==> src/rtl/fetch_pkg.sv <==
// Shared types and constants for the fetch PC unit and its pipeline tracking.
package fetch_pkg;

  localparam int unsigned PC_W = 32;
  localparam logic [PC_W-1:0] RESET_PC_DEFAULT = 32'h0000_0000;

  // Fetch-to-decode pipeline register contents.
  typedef struct packed {
    logic [PC_W-1:0] pc;
    logic            taken;
    logic            valid;
  } if_id_t;

  // Decode-to-execute pipeline register contents.
  typedef struct packed {
    logic [PC_W-1:0] pc;
    logic            taken;
    logic            is_branch;
    logic            valid;
  } id_ex_t;

endpackage

==> src/rtl/sat_counter.sv <==
// Saturating up-counter: increments when en and inc are both high, sticks at all-ones.
module sat_counter #(
  parameter int W = 32
) (
  input  logic         clk,
  input  logic         rst,
  input  logic         en,
  input  logic         inc,
  output logic [W-1:0] count
);

  logic [W-1:0] count_q;
  logic [W-1:0] count_d;

  // Next count: step by one unless frozen or already saturated.
  always_comb begin
    count_d = count_q;
    if (en && inc && (count_q != {W{1'b1}})) begin
      count_d = count_q + {{(W-1){1'b0}}, 1'b1};
    end
  end

  // Count register with synchronous reset.
  always_ff @(posedge clk) begin
    if (rst) begin
      count_q <= '0;
    end else begin
      count_q <= count_d;
    end
  end

  assign count = count_q;

endmodule

==> src/rtl/fetch_pc_unit.sv <==
// Fetch PC register plus stage-2/stage-3 tracking of fetched PCs and their
// predicted-taken bits, feeding resolution information back to the BTB.
module fetch_pc_unit
  import fetch_pkg::*;
#(
  parameter logic [31:0] RESET_PC = RESET_PC_DEFAULT,
  parameter int          CNT_W    = 32
) (
  input  logic             clk,
  input  logic             rst,
  input  logic             memory_stall,
  input  logic             hazard_stall,
  input  logic [31:0]      btb_branchPC,
  input  logic             btb_flush,
  input  logic             btb_taken,
  input  logic             is_branch_2,
  output logic [31:0]      instructionPC_1,
  output logic [31:0]      pc_2,
  output logic             valid_2,
  output logic [31:0]      instructionPC_3,
  output logic             valid_3,
  output logic             is_branchInst_3,
  output logic             prev_taken_3,
  output logic [CNT_W-1:0] branch_cnt,
  output logic [CNT_W-1:0] mispred_cnt
);

  logic [PC_W-1:0] pc_q;
  logic [PC_W-1:0] pc_d;
  if_id_t          if_id_q;
  if_id_t          if_id_d;
  id_ex_t          id_ex_q;
  id_ex_t          id_ex_d;

  // Next-state selection: memory stall freezes, flush beats hazard, else advance.
  always_comb begin
    pc_d    = pc_q;
    if_id_d = if_id_q;
    id_ex_d = id_ex_q;
    if (!memory_stall) begin
      if (btb_flush) begin
        // Only valid bits are cleared; the stale payload is harmless because
        // the outputs that matter are gated by valid_3.
        pc_d          = btb_branchPC;
        if_id_d.valid = 1'b0;
        id_ex_d.valid = 1'b0;
      end else if (hazard_stall) begin
        id_ex_d.valid = 1'b0;
      end else begin
        pc_d              = btb_branchPC;
        if_id_d.pc        = pc_q;
        if_id_d.taken     = btb_taken;
        if_id_d.valid     = 1'b1;
        id_ex_d.pc        = if_id_q.pc;
        id_ex_d.taken     = if_id_q.taken;
        id_ex_d.is_branch = is_branch_2 & if_id_q.valid;
        id_ex_d.valid     = if_id_q.valid;
      end
    end
  end

  // PC and pipeline registers with synchronous reset.
  always_ff @(posedge clk) begin
    if (rst) begin
      pc_q    <= RESET_PC;
      if_id_q <= '0;
      id_ex_q <= '0;
    end else begin
      pc_q    <= pc_d;
      if_id_q <= if_id_d;
      id_ex_q <= id_ex_d;
    end
  end

  sat_counter #(.W(CNT_W)) u_branch_cnt (
    .clk   (clk),
    .rst   (rst),
    .en    (!memory_stall),
    .inc   (id_ex_q.valid & id_ex_q.is_branch),
    .count (branch_cnt)
  );

  sat_counter #(.W(CNT_W)) u_mispred_cnt (
    .clk   (clk),
    .rst   (rst),
    .en    (!memory_stall),
    .inc   (btb_flush),
    .count (mispred_cnt)
  );

  assign instructionPC_1 = pc_q;
  assign pc_2            = if_id_q.pc;
  assign valid_2         = if_id_q.valid;
  assign instructionPC_3 = id_ex_q.pc;
  assign valid_3         = id_ex_q.valid;
  // Bubbles must never look like a taken branch to the BTB.
  assign is_branchInst_3 = id_ex_q.is_branch & id_ex_q.valid;
  assign prev_taken_3    = id_ex_q.taken & id_ex_q.valid;

endmodule

==> config.mk <==
export PLATFORM = sky130hd
export DESIGN_NAME = fetch_pc_unit
export DESIGN_NICKNAME = d
export VERILOG_FILES = /design/src/rtl/fetch_pkg.sv /design/src/rtl/sat_counter.sv /design/src/rtl/fetch_pc_unit.sv
export SDC_FILE = /design/constraint.sdc
export NUM_CORES = 1
export LEC_CHECK = 0
export ABC_AREA = 1
export BUFFER_PORTS_ARGS = -buffer_cell sky130_fd_sc_hd__buf_2
export CAP_MARGIN = 30
export CORE_MARGIN = 3
export CORE_UTILIZATION = 45
export DETAILED_ROUTE_END_ITERATION = 12
export GPL_ROUTABILITY_DRIVEN = 1
export PLACE_DENSITY = 0.7
export SYNTH_ARGS = -nofsm -noshare
export SYNTH_HDL_FRONTEND = slang
export SYNTH_SLANG_ARGS = --single-unit
==> constraint.sdc <==
create_clock -name clk -period 3.86 [get_ports clk]
set_clock_uncertainty 0.1 [all_clocks]
set_input_delay 0.772 -clock clk [delete_from_list [all_inputs] [get_ports clk]]
set_output_delay 0.772 -clock clk [all_outputs]
set_load 0.03 [all_outputs]
-- Word level (Yosys, flattened, before mapping)
Cells that the tools add are included.
- bits in registers: 165
- input port bits: 39
- output and inout bits: 164
- $add $sub $neg: 2
- eq/ne operators: 3
- muxes and demuxes: 6
- bitwise gates (word level): 6
- reductions and logical operators: 7
- operators with widths (cell ; number):
    $add A32 B1 Y32 const B ; 2
    $mux W32 ; 2
    $ne A32 B32 Y1 const B ; 2
    $logic_and A1 B1 Y1 ; 4
    $mux W1 ; 4
    $and A1 B1 Y1 ; 3
    $not A1 Y1 ; 3
    $reduce_and A3 Y1 ; 1
    $ne A2 B1 Y1 const B ; 1
    $reduce_and A2 Y1 ; 1
    $logic_not A1 Y1 ; 1

-- Longest topological paths before layout
Gate-level depths: netlist of the first run.
- word-level depth: 3
- depth in mapped cells: 12

-- By module
Synthesis of the first run repeated with hierarchy kept, for this count alone.
- cells, all modules: 1404
- area, all modules: 8914.8 µm²
- by module, submodules not included (module ; instances ; cells an instance ; area an instance (µm²) ; seq. area each (µm²)):
    fetch_pc_unit ; 1 ; 726 ; 4865.9 ; 2021.9
    sat_counter ; 2 ; 339 ; 2024.4 ; 640.6

-- Worst setup path after synthesis of the first run
Ideal clock, no wire load.
- path kind: register -> register
- from: register u_branch_cnt.count_q[1], in the netlist u_branch_cnt.count[1]
- to: register u_branch_cnt.count_q[21], in the netlist u_branch_cnt.count[21]
- setup time: 0.114 ns
- data arrival time: 1.761 ns
- required time: 3.646 ns
- slack: 1.884 ns
- stages on the path, launching flop included: 11
- path buffers: 2
- period minus slack after synthesis: 1.976 ns
- cells stage by stage: dfxtp_1 > ha_1 > nand2_1 > nor2_2 > nand2_2 > nor2_4 > nand3_4 > buf_6 > buf_8 > a21oi_2 > nor2_1
- longest elaborated chain between the ends: 2
- elaborated cells between the ends (all ways): 3
- those cells by class: add/sub (1); eq/ne (1); reduce/logical (1)
- RTL lines (what ; line ; RTL):
    start, declared ; sat_counter.sv:12 ; logic [W-1:0] count_q;
    start signal, assigned ; sat_counter.sv:28 ; count_q <= count_d;
    branches (longest 2 deep; another with $add A32 B1 Y32) ; n/a ;
Parallel ways; which one is timed is not known.
A chain may end at the register's enable or synchronous reset.

-- Worst setup path after layout of the first run
- from: register u_mispred_cnt.count_q[0], in the netlist u_mispred_cnt.count[0]
- to: register u_mispred_cnt.count_q[0], in the netlist u_mispred_cnt.count[0]
- longest elaborated chain between the ends: 2
- elaborated cells between the ends (all ways): 3
- those cells by class: add/sub (1); eq/ne (1); reduce/logical (1)
- RTL lines (what ; line):
    start, declared ; sat_counter.sv:12
    start signal, assigned ; sat_counter.sv:28
    branches (longest 2 deep; another with $add A32 B1 Y32) ; n/a
Parallel ways; which one is timed is not known.

==> results.txt, run 1 <==
Post-synthesis instance area = 7810 µm²
Placeable Area = 16,800 µm²
CTS Hold Buffers Added = 0
Multi-input logic area = 3520 µm²
Die Width = 138 µm
Num CTS Buffers = 17
H-tree depth = 4
Vias in the first global route = 6,561
Post-CTS resize count = 0
Final net count = 1,317
Worst Path Max Fanout = 29
Clk slew on worst S/H paths = 0.07 ns
Max-Cap Viols = 0
Overall Power = 3950 µW
# diodes = 0
Area Growth Syn to Fin = 15.9%
Worst skew pair latency = 0.42 ns
Static Leak = 0.00441 µW
VDD IR max = 0.000339 V
Syn Area/Cell = 6.73 µm²
CTS tree = yes
Sequential fraction of the synthesis area = 42.3%
Gr ovfl total = 0
Initial antenna violation count = 0
Setup TNS = 0 ns
Top-Level Pins = 203
Synthesis-stage register bit count = 165
Routability cong. = 0.928
Post-DP HPWL = 14.7 mm
Routed wire per std cell = 13.7 µm
Port Buffers = 202
Final-report setup violation count = 0
Initial Utilization = 46.6%
Final WL = 20.6 mm
Syn_nets = 1,201
Max clock buf depth = 2
Largest net degree at the start of global routing = 82
Worst-Margin Slew = 0.821 ns
Final min period = 2.48 ns
Hold Crit Class = reg -> reg
Hold Slack = 0.383 ns
Reg area = 3300 µm²
DR vias = 7,473
Root buf cell = clkbuf_16
Critical path arrival = 2.69 ns
Final count of pins violating max slew = 0
Mapped Cells = 1,160
Post-Layout Cell Count = 1,509
Num Clock Sinks = 165
RSZ-0062 raised after global routing = no
Final hold vios = 0
# Post-CTS Setup Buffers = 0
First-pass GRT wire length = 32.9 mm
Die height = 138 µm
Detailed Route Iter0 Violations = 561
GR Util All Layers = 21.4%
Pwr/cell area = 437 nW/µm²
Core Rows = 47
Worst relative slew slack = 45.3%
DP Cell Count = 1,477
Synth Warn # = 0
Pre-antenna DRT Iters = 5
Filler instances = 1,698
Share of cells above drive strength 1 = 21.4%
Via/cell ratio = 4.95
Crit path capture type = flip-flop
Status = finished clean
Die area = 19,000 µm²
CP Launch Type = flip-flop
Crit share post-route = 64.2%
WP data required = 4.07 ns
DRC violation count after routing = 0
Critical path class = reg -> reg
Final ANT Viol Nets = 0
Fmax = 404 MHz
Post-synthesis cell type count = 29
## final timing paths
| kind | slack, ns | to | cells after the start | startpoint |
|---|---|---|---|---|
| max | 1.38 | u_mispred_cnt.count[0]$_SDFFE_PP0P_ | 11 | u_mispred_cnt.count[0]$_SDFFE_PP0P_ |
| min | 0.38 | id_ex_q[2]$_SDFFE_PP0P_ | 2 | if_id_q[1]$_SDFFE_PP0P_ |
| min reg2reg | 0.38 | id_ex_q[2]$_SDFFE_PP0P_ | 2 | if_id_q[1]$_SDFFE_PP0P_ |
| max reg2reg | 1.38 | u_mispred_cnt.count[0]$_SDFFE_PP0P_ | 11 | u_mispred_cnt.count[0]$_SDFFE_PP0P_ |
## sequential cells by signal (all words and copies together), names as in the netlist
register             cells
u_mispred_cnt.count     32
id_ex_q                  2
valid_3                  1
pc_2                    32
instructionPC_3         32
if_id_q                  1
instructionPC_1         32
u_branch_cnt.count      32
valid_2                  1
## cell usage in the layout, fill, tap and decap left out, drive strengths merged, types with 2 or more instances in the layout
cell type  instances
buf              209
o21ai            104
dfxtp            165
nor3               8
nand2            191
nand3             63
inv               82
nand4             14
a21oi             46
xor2               4
clkbuf            17
ha                 2
nor2             375
clkinv             6
## Yosys cell counts (all sizes together)
master,instances,share of area (%)
a21oi,46,3.3
buf,86,7.9
clkbuf,26,1.2
dfxtp,165,42
ha,2,0.32
inv,73,3.5
nand2,191,9.3
nand3,63,4.5
nand3b,1,0.096
nand4,14,1.1
nor2,375,19
nor3,8,0.51
o21ai,104,6.7
or2,1,0.080
xnor2,1,0.11
xor2,4,0.45
## through the flow
stage	utilization [%]	instance area [µm²]	setup slack (ns)
5_1_grt	54.0	9050	1.17
6_report	54.0	9050	1.38
2_1_floorplan	-	7810	1.88
3_3_place_gp	50.4	8450	1.02
3_5_place_dp	50.5	8460	1.05
4_1_cts	54.0	9050	1.41
## layout make-up
cell class | count | area share [%]
inverter | 73 | 3.06
sequential | 165 | 36.5
multi-input combinational | 810 | 39.0
tap | 220 | 3.04
clock buffer | 17 | 4.70
timing repair buffer | 209 | 12.0
clock inverter | 15 | 1.77
## per-layer routing
| layer | vias to the layer above | GRT usage, % | wire length (µm) |
|---|---|---|---|
| li1 | 3829 | - | - |
| met1 | 3399 | 28.7 | 9330 |
| met2 | 224 | 33.8 | 9270 |
| met3 | 21 | 6.46 | 1710 |
| met4 | 0 | 5.54 | 283 |
| met5 | - | 0 | 0 |
## kinds of logic (layout without fill, tap and decap cells)
logic type,after synthesis,count (layout),share of synthesized area (%)
adders and majority gates,2,2,0.320
AOI/OAI and AO/OA,150,150,9.95
DFF,165,165,42.3
and+or+nand+nor,653,653,34.2
xor gates and xnor gates,5,5,0.561
buffers and inverters,185,314,12.6
## worst max-delay path, stage by stage (launching register included)
cell	delay [ns]
dfxtp_1	0.41
ha_1	0.20
inv_1	0.07
nor2_2	0.17
nand2_1	0.11
nor2_2	0.18
nand3_2	0.41
buf_4	0.40
nand2_1	0.14
inv_1	0.06
nor2_1	0.08
nor2_1	0.05
## power by group
group | total [µW] | switching (µW) | internal [µW]
combinational | 449 | 324 | 126
sequential | 1840 | 57.5 | 1780
clock | 1670 | 796 | 869
Power figures use the tool's default switching activity.
==> inputs of run 2 (changes only) <==
- PLACE_DENSITY: 0.7 -> 0.72
- clock period: 3.86 -> 2.26 ns (I/O delays scaled with it)
==> results.txt, run 2 (synthesis results as in run 1) <==
Status = finished clean (unchanged)
Final hold vios = 0 (unchanged)
Setup TNS = 0 ns (unchanged)
Commonest non-fill, non-tap cell in the layout = nor2_1 (unchanged)
CTS Hold Buffers Added = 0 (unchanged)
Largest net degree at the start of global routing = 83 (was 82)
Final-report setup violation count = 0 (unchanged)
Routed wire per std cell = 13.6 µm (was 13.7 µm)
Critical path class = reg -> reg (unchanged)
First-pass GRT wire length = 33.1 mm (was 32.9 mm)
VDD IR max = 0.000528 V (was 0.000339 V)
Via/cell ratio = 4.92 (was 4.95)
Post-CTS resize count = 0 (unchanged)
Fmax = 504 MHz (was 404 MHz)
Pre-antenna DRT Iters = 5 (unchanged)
Num CTS Buffers = 17 (unchanged)
Final net count = 1,325 (was 1,317)
Final count of pins violating max slew = 0 (unchanged)
Worst-Margin Slew = 0.399 ns (was 0.821 ns)
Clk slew on worst S/H paths = 0.07 ns (about the same)
Max clock buf depth = 2 (unchanged)
Core Rows = 47 (unchanged)
Commonest cells after routing, fill and taps aside = 362 x nor2_1, 202 x buf_2, 188 x nand2_1, 165 x dfxtp_1, 98 x o21ai_0 (unchanged)
Worst skew pair latency = 0.43 ns (was 0.42 ns)
# diodes = 0 (unchanged)
CTS tree = yes (unchanged)
Crit path capture type = flip-flop (unchanged)
Area Growth Syn to Fin = 17.1% (was 15.9%)
Root buf cell = clkbuf_16 (unchanged)
Final min period = 1.98 ns (was 2.48 ns)
Top-Level Pins = 203 (unchanged)
Static Leak = 0.00446 µW (was 0.00441 µW)
Reg area = 3300 µm² (unchanged)
Share of cells above drive strength 1 = 21.8% (was 21.4%)
GR Util All Layers = 21.6% (was 21.4%)
Initial Utilization = 46.6% (unchanged)
# Post-CTS Setup Buffers = 0 (unchanged)
RSZ-0062 raised after global routing = no (unchanged)
Hold depth = 3 (was 2)
Die Width = 138 µm (unchanged)
DR vias = 7,471 (was 7,473)
Post-Layout Cell Count = 1,517 (was 1,509)
Pwr/cell area = 745 nW/µm² (was 437 nW/µm²)
Initial antenna violation count = 0 (unchanged)
WP data required = 2.48 ns (was 4.07 ns)
Die area = 19,000 µm² (unchanged)
Placeable Area = 16,800 µm² (unchanged)
CP Launch Type = flip-flop (unchanged)
Vias in the first global route = 6,665 (was 6,561)
Crit share post-route = 87.8% (was 64.2%)
Gr ovfl total = 0 (unchanged)
Filler instances = 1,645 (was 1,698)
Die height = 138 µm (unchanged)
Port Buffers = 202 (unchanged)
Routability cong. = 0.905 (was 0.928)
Detailed Route Iter0 Violations = 527 (was 561)
DP Cell Count = 1,485 (was 1,477)
Final WL = 20.6 mm (about the same)
Register-to-Register Path Depth = 11 (unchanged)
Post-DP HPWL = 14.8 mm (was 14.7 mm)
Worst Path Max Fanout = 33 (was 29)
DRC violation count after routing = 0 (unchanged)
Hold Crit Class = in -> reg (was reg -> reg)
Num Clock Sinks = 165 (unchanged)
Multi-input logic area = 3520 µm² (unchanged)
H-tree depth = 4 (unchanged)
Final ANT Viol Nets = 0 (unchanged)
Max-Cap Viols = 0 (unchanged)
Worst relative slew slack = 73.4% (was 45.3%)
Critical path arrival = 2.20 ns (was 2.69 ns)
## run 2: cell types whose count changed in the layout (fill, tap and decap cells not counted)
cell        change
clkinv_2        -1
clkinvlp_4      +1
buf_12          +3
clkbuf_1        +1
buf_8           -1
clkinv_8        -2
bufinv_16       +1
buf_4           +6
## run 2: area by class of cell
type / count / share of cell area [%]
inverters: 73 / 3.02
multi-input cells: 810 / 38.6
well taps: 220 / 3.01
clock buffers: 18 / 4.69
flip-flops and latches: 165 / 36.1
clock inverters: 14 / 1.75
repair buffers: 217 / 12.8
## run 2: final timing paths
kind | slack (ns) | to | from
min | 0.15 | if_id_q[1]$_SDFFE_PP0P_ | btb_taken
min reg2reg | 0.39 | id_ex_q[2]$_SDFFE_PP0P_ | if_id_q[1]$_SDFFE_PP0P_
max | 0.28 | u_branch_cnt.count[26]$_SDFFE_PP0P_ | u_branch_cnt.count[1]$_SDFFE_PP0P_
max reg2reg | 0.28 | u_branch_cnt.count[26]$_SDFFE_PP0P_ | u_branch_cnt.count[1]$_SDFFE_PP0P_
## run 2: routing by layer
metal / GRT usage, % / up-vias / wire length [µm]
met4: 8.12 / 0 / 482
met5: 0 / - / 0
li1: - / 3837 / -
met2: 33.8 / 273 / 9270
met3: 5.95 / 37 / 1660
met1: 28.3 / 3324 / 9230
## run 2: worst max-delay path: stages, from the launching register on
cell and delay [ns]:
dfxtp_1 0.39, ha_1 0.20, nand2_1 0.09, nor2_2 0.11
nand2_2 0.11, nor2_4 0.17, nand3_4 0.13, buf_4 0.28
nand2_1 0.14, nand2_1 0.05, nand2_1 0.05, nor2_1 0.04
## run 2: power by group
| group | internal [µW] | switching [µW] | total (µW) |
|---|---|---|---|
| combinational | 226 | 558 | 784 |
| clock | 1580 | 1320 | 2890 |
| sequential | 3040 | 93.1 | 3140 |
## run 2: stage by stage
stage	utilization, %	power (µW)	cell area [µm²]	hold slack, ns	setup WS, ns
2_1_floorplan	-	3820	7810	0.350	0.284
3_3_place_gp	51.0	3980	8550	0.363	0.359
3_5_place_dp	51.0	3990	8550	0.365	0.284
4_1_cts	54.6	6890	9140	0.136	0.276
5_1_grt	54.6	7080	9140	0.151	0.0736
6_report	54.6	6810	9140	0.151	0.276
==> inputs of run 3 (changes only) <==
- ABC_AREA: 1 -> default
- PLACE_DENSITY: 0.72 -> 0.73
==> results.txt, run 3 <==
Crit share post-route = 97.1% (was 87.8%)
Final ANT Viol Nets = 0 (unchanged)
Die Width = 133 µm (was 138 µm)
Critical-path top delay cell = or3_4 (was dfxtp_1)
Pwr/cell area = 714 nW/µm² (was 745 nW/µm²)
Post-synth top cells = 221 x nand2_1, 165 x dfxtp_1, 148 x a21oi_1 (was 362 x nor2_1, 188 x nand2_1, 165 x dfxtp_1)
Hold Slack = 0.156 ns (was 0.151 ns)
Max clock buf depth = 2 (unchanged)
Die height = 133 µm (was 138 µm)
Multi-input logic area = 3260 µm² (was 3520 µm²)
Reg power frac = 47.7% (was 46.0%)
Worst Path Max Fanout = 6 (was 33)
Final count of pins violating max slew = 0 (unchanged)
Post-synth ARST share = 0% (unchanged)
Ys flop type = dfxtp_1 (unchanged)
Synth Warn # = 0 (unchanged)
CP Launch Type = flip-flop (unchanged)
CTS tree = yes (unchanged)
Yosys top cell area share = 45.7% (was 42.3%)
Commonest cells after routing, fill and taps aside = 220 x nand2_1, 201 x buf_2, 161 x dfxtp_1, 147 x a21oi_1, 32 x nor2_1 (was 362 x nor2_1, 202 x buf_2, 188 x nand2_1, 165 x dfxtp_1, 98 x o21ai_0)
CP max stage delay = 0.48 ns (was 0.39 ns)
Number of synthesized flops with an enable pin = 0 (unchanged)
CTS Hold Buffers Added = 0 (unchanged)
Post-synthesis cell type count = 45 (was 29)
Detailed Route Iter0 Violations = 501 (was 527)
Post-Layout Cell Count = 1,271 (was 1,517)
Worst relative slew slack = 57.7% (was 73.4%)
Grt met1 use = 25.9% (was 28.3%)
Post-DP HPWL = 12.4 mm (was 14.8 mm)
First-pass GRT wire length = 29.6 mm (was 33.1 mm)
Num CTS Buffers = 17 (unchanged)
Top-Level Pins = 203 (unchanged)
Clock power frac = 46.2% (was 42.5%)
Crit path capture type = flip-flop (unchanged)
Max-Cap Viols = 0 (unchanged)
VDD IR max = 0.000674 V (was 0.000528 V)
H-tree depth = 4 (unchanged)
Most numerous cell in the Yosys netlist = nand2_1 (was nor2_1)
Routed wire per std cell = 14.3 µm (was 13.6 µm)
Final net count = 1,088 (was 1,325)
Largest net degree at the start of global routing = 69 (was 83)
GR Util All Layers = 20.1% (was 21.6%)
# diodes = 0 (unchanged)
Routability cong. = 0.866 (was 0.905)
Critical path class = reg -> reg (unchanged)
Worst-Margin Slew = 0.634 ns (was 0.399 ns)
Core Rows = 45 (was 47)
Num Clock Sinks = 165 (unchanged)
Mapped Cells = 910 (was 1,160)
DP Cell Count = 1,239 (was 1,485)
Status = finished clean (unchanged)
Met3 GRT Util = 6.92% (was 5.95%)
Share of cells above drive strength 1 = 27.5% (was 21.8%)
DR vias = 6,604 (was 7,471)
Final WL = 18.2 mm (was 20.6 mm)
Post-DP Area = 8130 µm² (was 8550 µm²)
Final min period = 2.19 ns (was 1.98 ns)
Initial Utilization = 46.7% (was 46.6%)
Post-synthesis instance area = 7230 µm² (was 7810 µm²)
Hold Crit Class = in -> reg (unchanged)
Final-report setup violation count = 0 (unchanged)
DRC violation count after routing = 0 (unchanged)
Synthesis-stage register bit count = 165 (unchanged)
Clk slew on worst S/H paths = 0.07 ns (about the same)
Root buf cell = clkbuf_16 (unchanged)
Vias in the first global route = 5,971 (was 6,665)
Port Buffers = 202 (unchanged)
Crit-path cells = ha_2 > nand4_1 > or3_4 > a211oi_2 > and4_1 > mux2_2 (was ha_1 > nand2_1 > nor2_2 > nand2_2 > nor2_4 > nand3_4 > buf_4 > nand2_1 > nand2_1 > nand2_1 > nor2_1)
Pre-antenna DRT Iters = 4 (was 5)
RSZ-0062 raised after global routing = yes (was no)
Commonest non-fill, non-tap cell in the layout = nand2_1 (was nor2_1)
Via/cell ratio = 5.20 (was 4.92)
Placeable Area = 15,500 µm² (was 16,800 µm²)
Filler instances = 1,456 (was 1,645)
Critical path arrival = 2.40 ns (was 2.20 ns)
Gr ovfl total = 0 (unchanged)
Met2 usage = 32.6% (was 33.8%)
Cell taking the most area after synthesis = dfxtp_1 (unchanged)
Internal = 4740 µW (was 4850 µW)
Fmax = 456 MHz (was 504 MHz)
Synth top area cells = dfxtp_1 46%, nand2_1 11%, a21oi_1 10% (was dfxtp_1 42%, nor2_1 17%, nand2_1 9.0%)
Static Leak = 0.00348 µW (was 0.00446 µW)
Busiest metal layer after global routing = met2 (unchanged)
# Post-CTS Setup Buffers = 0 (unchanged)
Sw Share = 24.3% (was 28.9%)
Final hold vios = 0 (unchanged)
Worst skew pair latency = 0.42 ns (was 0.43 ns)
Area Growth Syn to Fin = 21.1% (was 17.1%)
Sequential fraction of the synthesis area = 45.7% (was 42.3%)
Final instance area = 8760 µm² (was 9140 µm²)
Syn_nets = 951 (was 1,201)
Psw = 1520 µW (was 1970 µW)
Die area = 17,600 µm² (was 19,000 µm²)
Syn Area/Cell = 7.95 µm² (was 6.73 µm²)
Gate power share = 6.0% (was 11.5%)
WP data required = 2.46 ns (was 2.48 ns)
Reg area = 3310 µm² (was 3300 µm²)
Initial antenna violation count = 1 (was 0)
[run 3: cell count changes after synthesis, moves of 11 or more]
cell,before,now
nor2_1,362,33
o21ai_0,98,20
inv_1,69,11
nand3_1,57,27
or3_1,0,30
a21oi_1,39,148
o31ai_1,0,18
nand2_1,188,221
nor2_2,11,0
nand4_1,14,25
buf_2,15,4
or4_1,0,18
clkbuf_1,26,37
[run 3: worst paths after layout]
| kind | startpoint | end | slack [ns] | cells after the start |
|---|---|---|---|---|
| hold / removal | btb_branchPC[18] | instructionPC_1[18]$_SDFFE_PP0P_ | 0.16 | 3 |
| hold reg to reg | instructionPC_3[17]$_SDFFE_PP0P_ | instructionPC_3[17]$_SDFFE_PP0P_ | 0.35 | 2 |
| setup / recovery | u_branch_cnt.count[0]$_SDFFE_PP0P_ | u_branch_cnt.count[30]$_SDFFE_PP0P_ | 0.07 | 6 |
| setup reg to reg | u_branch_cnt.count[0]$_SDFFE_PP0P_ | u_branch_cnt.count[30]$_SDFFE_PP0P_ | 0.07 | 6 |
[run 3: layout make-up]
| class | instances | area share [%] |
|---|---|---|
| Inverter | 11 | 0.471 |
| Tap cell | 211 | 3.01 |
| Clock buffer | 19 | 5.06 |
| Sequential cell | 165 | 37.8 |
| Clock inverter | 13 | 1.70 |
| Multi-Input combinational cell | 623 | 37.2 |
| Timing Repair Buffer | 229 | 14.7 |
[run 3: per-layer routing]
| metal | vias to the layer above | wire, µm | share of wire (%) |
|---|---|---|---|
| li1 | 3377 | - | - |
| met1 | 3036 | 8130 | 45 |
| met2 | 176 | 8710 | 48 |
| met3 | 13 | 1200 | 6.6 |
| met4 | 2 | 127 | 0.70 |
| met5 | - | 13 | 0.072 |
[run 3: per-stage QoR]
stage | power (µW) | util (%) | setup WS (ns) | TNS [ns]
floorplan | 3300 | - | 0.00141 | 0
global placement | 3430 | 52.5 | 0.0821 | 0
detailed placement | 3430 | 52.5 | 0.00526 | 0
CTS | 6310 | 56.4 | 0.0110 | 0
global route | 6480 | 56.6 | -0.0480 | -0.226
finish | 6260 | 56.6 | 0.0653 | 0
[run 3: what timing repair did]
item                                    in CTS  in global routing
resized for setup                            1                  7
endpoints found under the setup margin       1                 19
pin swaps                                    0                  4
endpoints found under the hold margin        0                  0
[run 3: power groups by stage]
stage / registers, µW / clock network [µW] / logic (µW)
final: 2990 / 2890 / 378
after floorplan: 3120 / 0 / 183
after global placement: 3050 / 0 / 380
after CTS: 2990 / 2940 / 382
after detailed placement: 3050 / 0 / 381
after global routing: 2990 / 3070 / 413
[run 3: kinds of logic (layout without fill, tap and decap cells)]
family,after synthesis,in the layout,synth area share (%)
DFF,165,165,45.7
xor gates and xnor gates,10,10,1.21
buffers and inverters,122,272,10.1
and+or+nand+nor,396,396,26.1
AOI/OAI and AO/OA,211,211,16.0
muxes,4,4,0.588
adders and majority gates,2,2,0.346
[run 3: worst max-delay path, delay by kind of cell, from the launching register on]
kind	cells	cell delay [ns]
fa+ha+maj	1	0.20
mux	1	0.33
flops	1	0.36
compound gates	1	0.18
simple gates	3	0.91
